==> config.mk <==
export PLATFORM = sky130hd
export DESIGN_NAME = sim_step_scheduler
export DESIGN_NICKNAME = d
export VERILOG_FILES = /design/src/rtl/sim_step_scheduler_pkg.sv /design/src/rtl/sim_step_scheduler_speed_select.sv /design/src/rtl/sim_step_scheduler.sv
export SDC_FILE = /design/constraint.sdc
export NUM_CORES = 1
export LEC_CHECK = 0
export ABC_AREA = 0
export CORE_ASPECT_RATIO = 1.1
export CORE_MARGIN = 8
export CORE_UTILIZATION = 52
export DETAILED_ROUTE_END_ITERATION = 12
export PLACE_DENSITY = 0.8
export SLEW_MARGIN = 20
export SYNTH_ARGS = -nofsm -noshare
export SYNTH_HDL_FRONTEND = slang
export SYNTH_SLANG_ARGS = --single-unit
==> constraint.sdc <==
create_clock -name clk -period 4 [get_ports clk]
set_input_delay 0.8 -clock clk [delete_from_list [all_inputs] [get_ports clk]]
set_output_delay 0.8 -clock clk [all_outputs]
set_load 0.03 [all_outputs]
==> src/rtl/sim_step_scheduler_pkg.sv <==
// ---------------------------------------------------------------------------
// sim_step_scheduler_pkg
// Shared types for the loop-mode step scheduler.
//   timer_state_t : step timer states (IDLE/COUNT/FIRE/HOLD)
//   speed_t       : speed level codes as shown on speedlvl (01/10/11)
//   btn_state_t   : speed pushbutton press/release tracking
//   next_speed()  : speed rotation 01 -> 10 -> 11 -> 01
// ---------------------------------------------------------------------------
package sim_step_scheduler_pkg;

    typedef enum logic [1:0] {
        ST_IDLE  = 2'b00,
        ST_COUNT = 2'b01,
        ST_FIRE  = 2'b10,
        ST_HOLD  = 2'b11
    } timer_state_t;

    typedef enum logic [1:0] {
        SPEED1 = 2'b01,
        SPEED2 = 2'b10,
        SPEED3 = 2'b11
    } speed_t;

    typedef enum logic {
        BTN_UP   = 1'b0,
        BTN_DOWN = 1'b1
    } btn_state_t;

    // Code 00 is never produced; it recovers to the slowest speed.
    function automatic speed_t next_speed(input speed_t s);
        case (s)
            SPEED1:  return SPEED2;
            SPEED2:  return SPEED3;
            default: return SPEED1;
        endcase
    endfunction

endpackage

==> src/rtl/sim_step_scheduler_speed_select.sv <==
// ---------------------------------------------------------------------------
// sim_step_scheduler_speed_select
// Speed-level selection from the debounced speed pushbutton. The level
// advances on the release edge, so a held button advances it exactly once.
// Ports:
//   clk       in  system clock
//   reset     in  synchronous, active-high
//   speed_btn in  debounced pushbutton level
//   speedlvl  out current speed code (01, 10, 11)
// ---------------------------------------------------------------------------
module sim_step_scheduler_speed_select
    import sim_step_scheduler_pkg::*;
(
    input  logic       clk,
    input  logic       reset,
    input  logic       speed_btn,
    output logic [1:0] speedlvl
);

    btn_state_t btn_state, btn_state_next;
    speed_t     speed, speed_next;

    // NOTE: sequential state uses non-blocking assignments so every register
    // samples the pre-edge values, independent of statement order.
    always_ff @(posedge clk) begin
        if (reset) begin
            btn_state <= BTN_UP;
            speed     <= SPEED1;
        end else begin
            btn_state <= btn_state_next;
            speed     <= speed_next;
        end
    end

    // NOTE: every output of this block gets a default first, so no path can
    // leave a variable unassigned and infer a latch.
    always_comb begin
        btn_state_next = btn_state;
        speed_next     = speed;
        case (btn_state)
            BTN_UP: begin
                if (speed_btn) btn_state_next = BTN_DOWN;
            end
            BTN_DOWN: begin
                if (!speed_btn) begin
                    btn_state_next = BTN_UP;
                    speed_next     = next_speed(speed);
                end
            end
            default: btn_state_next = BTN_UP;
        endcase
    end

    assign speedlvl = speed;

endmodule

==> src/rtl/sim_step_scheduler.sv <==
// ---------------------------------------------------------------------------
// sim_step_scheduler
// Paces loop-mode simulation: counts cycles at the selected speed, issues a
// one-cycle step pulse (yes), waits for the engine to finish the step, then
// restarts the count.
// Ports:
//   clk       in  system clock
//   reset     in  synchronous, active-high
//   strtcnt   in  run enable from the loop controller
//   clr       in  synchronous clear of timer and generation count
//   sim_done  in  engine finished the step (only looked at while holding)
//   speed_btn in  debounced speed pushbutton
//   yes       out one-cycle step pulse, decoded from the FIRE state
//   speedlvl  out current speed code (01, 10, 11)
//   delay     out current delay-counter value
//   gen_count out steps issued since last clr/reset (saturating)
//   busy      out a step is outstanding (FIRE or HOLD)
// ---------------------------------------------------------------------------
module sim_step_scheduler
    import sim_step_scheduler_pkg::*;
#(
    parameter int unsigned CNT_W   = 32,
    parameter int unsigned PERIOD1 = 50_000_000,
    parameter int unsigned PERIOD2 = 25_000_000,
    parameter int unsigned PERIOD3 = 5_000_000,
    parameter int unsigned GEN_W   = 16
) (
    input  logic             clk,
    input  logic             reset,
    input  logic             strtcnt,
    input  logic             clr,
    input  logic             sim_done,
    input  logic             speed_btn,
    output logic             yes,
    output logic [1:0]       speedlvl,
    output logic [CNT_W-1:0] delay,
    output logic [GEN_W-1:0] gen_count,
    output logic             busy
);

    // Terminal delay value per speed: the step fires once delay reaches P-1.
    localparam logic [CNT_W-1:0] LIMIT1 = CNT_W'(PERIOD1 - 1);
    localparam logic [CNT_W-1:0] LIMIT2 = CNT_W'(PERIOD2 - 1);
    localparam logic [CNT_W-1:0] LIMIT3 = CNT_W'(PERIOD3 - 1);

    timer_state_t     state, state_next;
    logic [CNT_W-1:0] delay_next;
    logic [GEN_W-1:0] gen_next;
    logic [CNT_W-1:0] limit;

    sim_step_scheduler_speed_select u_speed_select (
        .clk       (clk),
        .reset     (reset),
        .speed_btn (speed_btn),
        .speedlvl  (speedlvl)
    );

    always_comb begin
        case (speedlvl)
            SPEED2:  limit = LIMIT2;
            SPEED3:  limit = LIMIT3;
            default: limit = LIMIT1;
        endcase
    end

    always_ff @(posedge clk) begin
        if (reset) begin
            state     <= ST_IDLE;
            delay     <= '0;
            gen_count <= '0;
            busy      <= 1'b0;
        end else begin
            state     <= state_next;
            delay     <= delay_next;
            gen_count <= gen_next;
            busy      <= (state_next == ST_FIRE) || (state_next == ST_HOLD);
        end
    end

    always_comb begin
        state_next = state;
        delay_next = delay;
        gen_next   = gen_count;

        case (state)
            ST_IDLE: begin
                delay_next = '0;
                if (strtcnt) state_next = ST_COUNT;
            end
            ST_COUNT: begin
                if (!strtcnt) begin
                    state_next = ST_IDLE;
                    delay_next = '0;
                end else if (delay >= limit) begin
                    // >= rather than == so a period lowered mid-count still
                    // fires next cycle; delay stays at its last value.
                    state_next = ST_FIRE;
                end else begin
                    delay_next = delay + CNT_W'(1);
                end
            end
            ST_FIRE: begin
                state_next = ST_HOLD;
                if (gen_count != '1) gen_next = gen_count + GEN_W'(1);
            end
            ST_HOLD: begin
                // Dropping the run enable wins over a finished step.
                if (!strtcnt) begin
                    state_next = ST_IDLE;
                    delay_next = '0;
                end else if (sim_done) begin
                    state_next = ST_COUNT;
                    delay_next = '0;
                end
            end
            default: begin
                state_next = ST_IDLE;
                delay_next = '0;
            end
        endcase

        if (clr) begin
            state_next = ST_IDLE;
            delay_next = '0;
            gen_next   = '0;
        end
    end

    assign yes = (state == ST_FIRE);

endmodule

# Yosys cells after proc, flatten, opt, wreduce, memory -nomap -nowiden
# Index checks and enable logic that the tools add are counted.
[classes] eq_ne=11 n_addsub=2 mux=15 reduce_logical=7 n_lt_le_gt_ge=1 bitwise_logic=1
[op_table] op="$mux 32" count=4
[op_table] op="$pmux 32 s3" count=1
[op_table] op="$pmux 26 s2" count=1
[op_table] op="$add 32x1->32 const B" count=1
[op_table] op="$ge 32x32->1" count=1
[op_table] op="$add 16x1->16 const B" count=1
[op_table] op="$ne 16x16->1 const B" count=1
[op_table] op="$eq 2x2->1 const B" count=6
[op_table] op="$mux 2" count=6
[op_table] op="$pmux 2 s4" count=1
[op_table] op="$ne 3x3->1 const B" count=2
[op_table] op="$eq 2x1->1 const B" count=2
[op_table] op="$pmux 2 s2" count=1
[op_table] op="$reduce_and 2->1" count=2
[op_table] op="$reduce_and 3->1" count=1
[op_table] op="$reduce_bool 3->1" count=1
[op_table] op="$logic_not 2->1" count=1
[op_table] op="$reduce_or 2->1" count=1
[op_table] op="$logic_or 1x1->1" count=1
[op_table] op="$mux 1" count=1
[op_table] op="$not 1->1" count=1
[totals] ff_bits=54 inputBits=6

# Depth between registers and ports, before layout
[depth] ltp_word=9 ltp_mapped=15 mapped_depth_nobuf=12

# By module
# From an unflattened synthesis, not the netlist that was laid out.
[unflattened] hier_cells=348 area_unflattened_um2=2952.8
[modules_own_cells] mod="sim_step_scheduler" area_each_um2=2821.5 cells_per_inst=336 n_inst=1
[modules_own_cells] mod="sim_step_scheduler_speed_select" area_each_um2=131.4 cells_per_inst=12 n_inst=1

# Least setup slack after synthesis
# Ideal clock, no wire load.
[synth_path] kind="register -> register" startpoint="register u_speed_select.speed[0], in the netlist u_speed_select.speedlvl[0]" endpoint="register delay[18]" setup_time_ns=0.132 path_stages_with_launch=15 setup_slack_ns=0.775 n_path_buf=3 synth_period_minus_slack_ns=3.225 arrival_time_ns=3.093 path_cell_list="dfxtp_1 -> inv_1 -> ha_1 -> or2_2 -> ha_1 -> and3_1 -> a211oi_2 -> o2111ai_1 -> a221o_1 -> buf_6 -> o21ba_1 -> buf_6 -> clkbuf_1 -> o21ai_0 -> a21oi_1"
[synth_between] elab_chain_len=5 word_cells_on_any_way=6
[synth_rtl] element="start: declaration" line="sim_step_scheduler_speed_select.sv:21" text="speed_t speed, speed_next;"
[synth_rtl] element="start signal: assignment" line="sim_step_scheduler_speed_select.sv:31" text="speed <= speed_next;"
[synth_rtl] element="$eq 2x2->1" line="sim_step_scheduler.sv:59" text="case (speedlvl)"
[synth_rtl] element="$pmux 26 s2 *" line="sim_step_scheduler.sv:59"
[synth_rtl] element="$ge 32x32->1 *" line="sim_step_scheduler.sv:94" text="end else if (delay >= limit) begin"
[synth_rtl] element="$ne 3x3->1 (no line) *"
[synth_rtl] element="$reduce_and 3->1 (no line) *"
[synth_rtl] element="end signal: assignment" line="sim_step_scheduler.sv:74" text="delay <= delay_next;"
[synth_rtl] element="end: declaration" line="sim_step_scheduler.sv:36" text="output logic [CNT_W-1:0] delay,"
# Every way passes the cells marked *; elsewhere a longest branch is shown, timed or not.
# A chain may end at the register's enable or synchronous reset.

# Worst setup path in the final report
[layout_path] startpoint="register u_speed_select.speed[0], in the netlist u_speed_select.speedlvl[0]" endpoint="register delay[19]"
# Same word-level chain as after synthesis.

==> metrics.md <==
| Metric | Value |
|---|---|
| Status | `completed` |
| Synth area leaders | `dfxtp_1 37%, ha_1 8.9%, a21oi_1 5.3%, nand3_1 4.9%, nor2_1 3.7%` |
| P_int | `673 uW` |
| Clock tree buffer depth | `2` |
| Post-Syn Nets | `379` |
| Total Die Area | `8330 um^2` |
| FF+latch count, synth | `54` |
| Final Critical Period | `3.47 ns` |
| Comb power frac | `4.5%` |
| Via count | `2830` |
| Placed Instances | `472` |
| CP Max Fanout | `9` |
| # rows | `28` |
| R2R Setup Slk | `0.53 ns` |
| Final hold slack | `0.509 ns` |
| Fin cells | `479` |
| Clk root buf | `clkbuf_8` |
| Total grt overflow | `0` |
| Worst-Skew Late Latency | `0.31 ns` |
| RSZ-0062 raised after global routing | `no` |
| WP data arrival | `3.70 ns` |
| Sequential area share after synthesis | `36.7%` |
| Share of total power in sequential cells | `62.0%` |
| Final slew viol count | `0` |
| Final GP Congestion | `0.909` |
| Prevailing post-synth register cell | `dfxtp_1` |
| Register area | `1080 um^2` |
| Wire length per cell | `16.0 um` |
| Ys async rst share | `0%` |
| Remaining DRCs | `0` |
| Vias in the first global route | `2662` |
| Final Skew | `0.00699 ns` |
| CP endpoint kind | `flop` |
| Dpl ws | `0.603 ns` |
| Clock-pin slew on the worst setup and hold paths | `0.09 ns` |
| Core area | `5430 um^2` |
| Die Ht | `94.9 um` |
| Synth Instances | `352` |
| Area leader, netlist | `dfxtp_1` |
| Sw Pwr | `201 uW` |
| Power density over the cells | `242 nW/um^2` |
| Fin area | `3620 um^2` |
| # diodes | `0` |
| CP required | `4.24 ns` |
| Placed wire-length estimate | `5770 um` |
| Hold buffer count at CTS | `0` |
| H-tree depth | `2` |
| Detail Route Antenna Nets | `0` |
| Hold path startpoint | `delay[3]` |
| Startpoint Class | `flop` |
| Min-Delay Endpoint | `delay[3]` |
| Commonest non-fill, non-tap cell in the layout | `clkdlybuf4s50_1` |
| DRT iter0 DRCs | `140` |
| Clock share of power | `33.5%` |
| Sw Ratio | `23.0%` |
| Worst Tran Pin Value | `0.772 ns` |
| Multi-input gate area | `1730 um^2` |
| Final Hold Viols | `0` |
| Hold Path Stages | `1` |
| GRT Total Usage | `18.7%` |
| First-pass GRT wire length | `12500 um` |
| Maximum VDD drop | `0.160 mV` |
| Layout Utilization | `66.6%` |
| Post-cts resize count | `0` |
| Initial antenna violation count | `0` |
| Max Freq | `289 MHz` |
| FF-to-FF Start | `u_speed_select.speedlvl[0]` |
| Most frequent cells in the layout | `57 x clkdlybuf4s50_1, 54 x dfxtp_1, 31 x a21oi_1` |
| Starting density of the core | `54.2%` |
| CTS tree | `yes` |
| Detailed Route WL | `7670 um` |
| Area delta synth->final | `22.9%` |
| Buffers added on ports | `57` |
| Setup violators final | `0` |
| Fin nets | `431` |
| Worst hold path type | `flop to flop` |
| CTS sink count | `54` |
| Die span in x | `87.7 um` |
| Worst setup margin | `0.534 ns` |
| Detail-routed via count per cell | `5.91` |
| Distinct cells, synth | `45` |
| Leakage power | `1.39 nW` |
| Syn avg cell area | `8.36 um^2` |
| DP Area | `3540 um^2` |
| Post-synth design cell area | `2940 um^2` |
| Num CTS Buffers | `5` |
| Crit Path Category | `flop to flop` |
| EDFF count, synth | `0` |
| FF-to-FF End | `delay[19]` |
| Filler cell count | `478` |
| Yosys top cell area share | `36.7%` |
| Max Cap Viol | `0` |
| First-pass iteration count of the detailed router | `5` |
| Worst Reg2Reg Path Length in Cells | `12` |
| Largest net degree at the start of global routing | `25` |
| Tot Pwr | `874 uW` |
| Slew margin rel. | `48.3%` |
| Syn. warnings | `0` |
| Share of layout cells above drive strength 1 | `3.47%` |
| Final period utilization | `86.6%` |
| Setup Buffers After CTS | `0` |
| I/O pin cnt | `58` |
| TNS Setup | `0 ns` |
==> registers in the layout, indices dropped and copies added (netlist names) <==
register,cells
delay,32
u_speed_select.speedlvl,2
u_speed_select.btn_state,1
gen_count,16
state,2
busy,1
==> area by class of cell <==
cell class	instances	share of cell area, %
multi-input cells	272	47.8
flip-flops and latches	54	29.9
repair buffers	60	16.4
well taps	75	2.59
clock buffers	5	1.90
inverters	11	1.14
clock inverters	2	0.277
==> worst max-delay path: stages, from the launching register on <==
cell       delay (ns)
dfxtp_1          0.42
inv_1            0.10
ha_1             0.21
or2_2            0.35
ha_1             0.32
a21o_1           0.18
a21oi_1          0.20
o2111ai_1        0.13
a221o_1          0.46
nor2_1           0.46
buf_4            0.27
a41oi_1          0.12
a31oi_1          0.17
==> worst max-delay path by stage <==
stage / startpoint / to / slack [ns] / depth (start not counted)
finish: u_speed_select.speedlvl[0] / delay[19] / 0.53 / 12
global route: u_speed_select.speedlvl[1] / delay[17] / 0.27 / 12
CTS: u_speed_select.speedlvl[0] / delay[19] / 0.56 / 12
detailed placement: u_speed_select.speedlvl[0] / delay[17] / 0.60 / 11
global placement: u_speed_select.speedlvl[0] / delay[14] / 0.71 / 10
floorplan: u_speed_select.speedlvl[0] / delay[18] / 0.78 / 14
==> power groups by stage <==
stage	clock (mW)	sequential (mW)	combinational, mW
after detailed placement	0	0.554	0.0392
after CTS	0.296	0.542	0.0394
after global placement	0	0.554	0.0374
after floorplan	0	0.556	0.0205
final	0.293	0.542	0.0394
after global routing	0.316	0.542	0.0437
==> cells by family after synthesis <==
kind of cell / count (synthesis) / synth area share [%]
AO/OA/AOI/OAI: 87 / 18.9
XOR/XNOR: 13 / 3.87
adder cells (fa/ha/maj): 21 / 8.93
buffers and inverters: 26 / 4.51
flip-flops: 54 / 36.7
multiplexers: 4 / 1.36
AND/OR/NAND/NOR: 147 / 25.7
==> metal layers <==
layer / GRT usage (%) / share of wire (%) / vias to the layer above
met2: 32.0 / 49 / 111
li1: - / - / 1389
met4: 10.2 / 3.1 / 0
met5: 0 / 0 / -
met1: 20.9 / 41 / 1306
met3: 4.43 / 6.9 / 24
==> cells in the mapped netlist, types with 2 or more instances <==
library cell	instances
or2_2	2
nand2_1	28
a211oi_1	2
xnor2_1	5
or3_1	7
buf_6	4
nand2b_1	2
nor2_1	29
a21oi_1	31
mux2i_1	4
dfxtp_1	54
o21a_1	6
a31oi_1	17
and3_1	13
and2_1	3
clkbuf_1	9
xor2_1	8
a41oi_1	5
o211ai_1	2
nand4_1	7
nor2b_1	5
inv_1	11
and4_1	7
o21ai_0	10
nand3_1	29
nor4_1	3
ha_1	21
a21o_1	5
nor3_1	7
(Power assumes the default switching activity.)
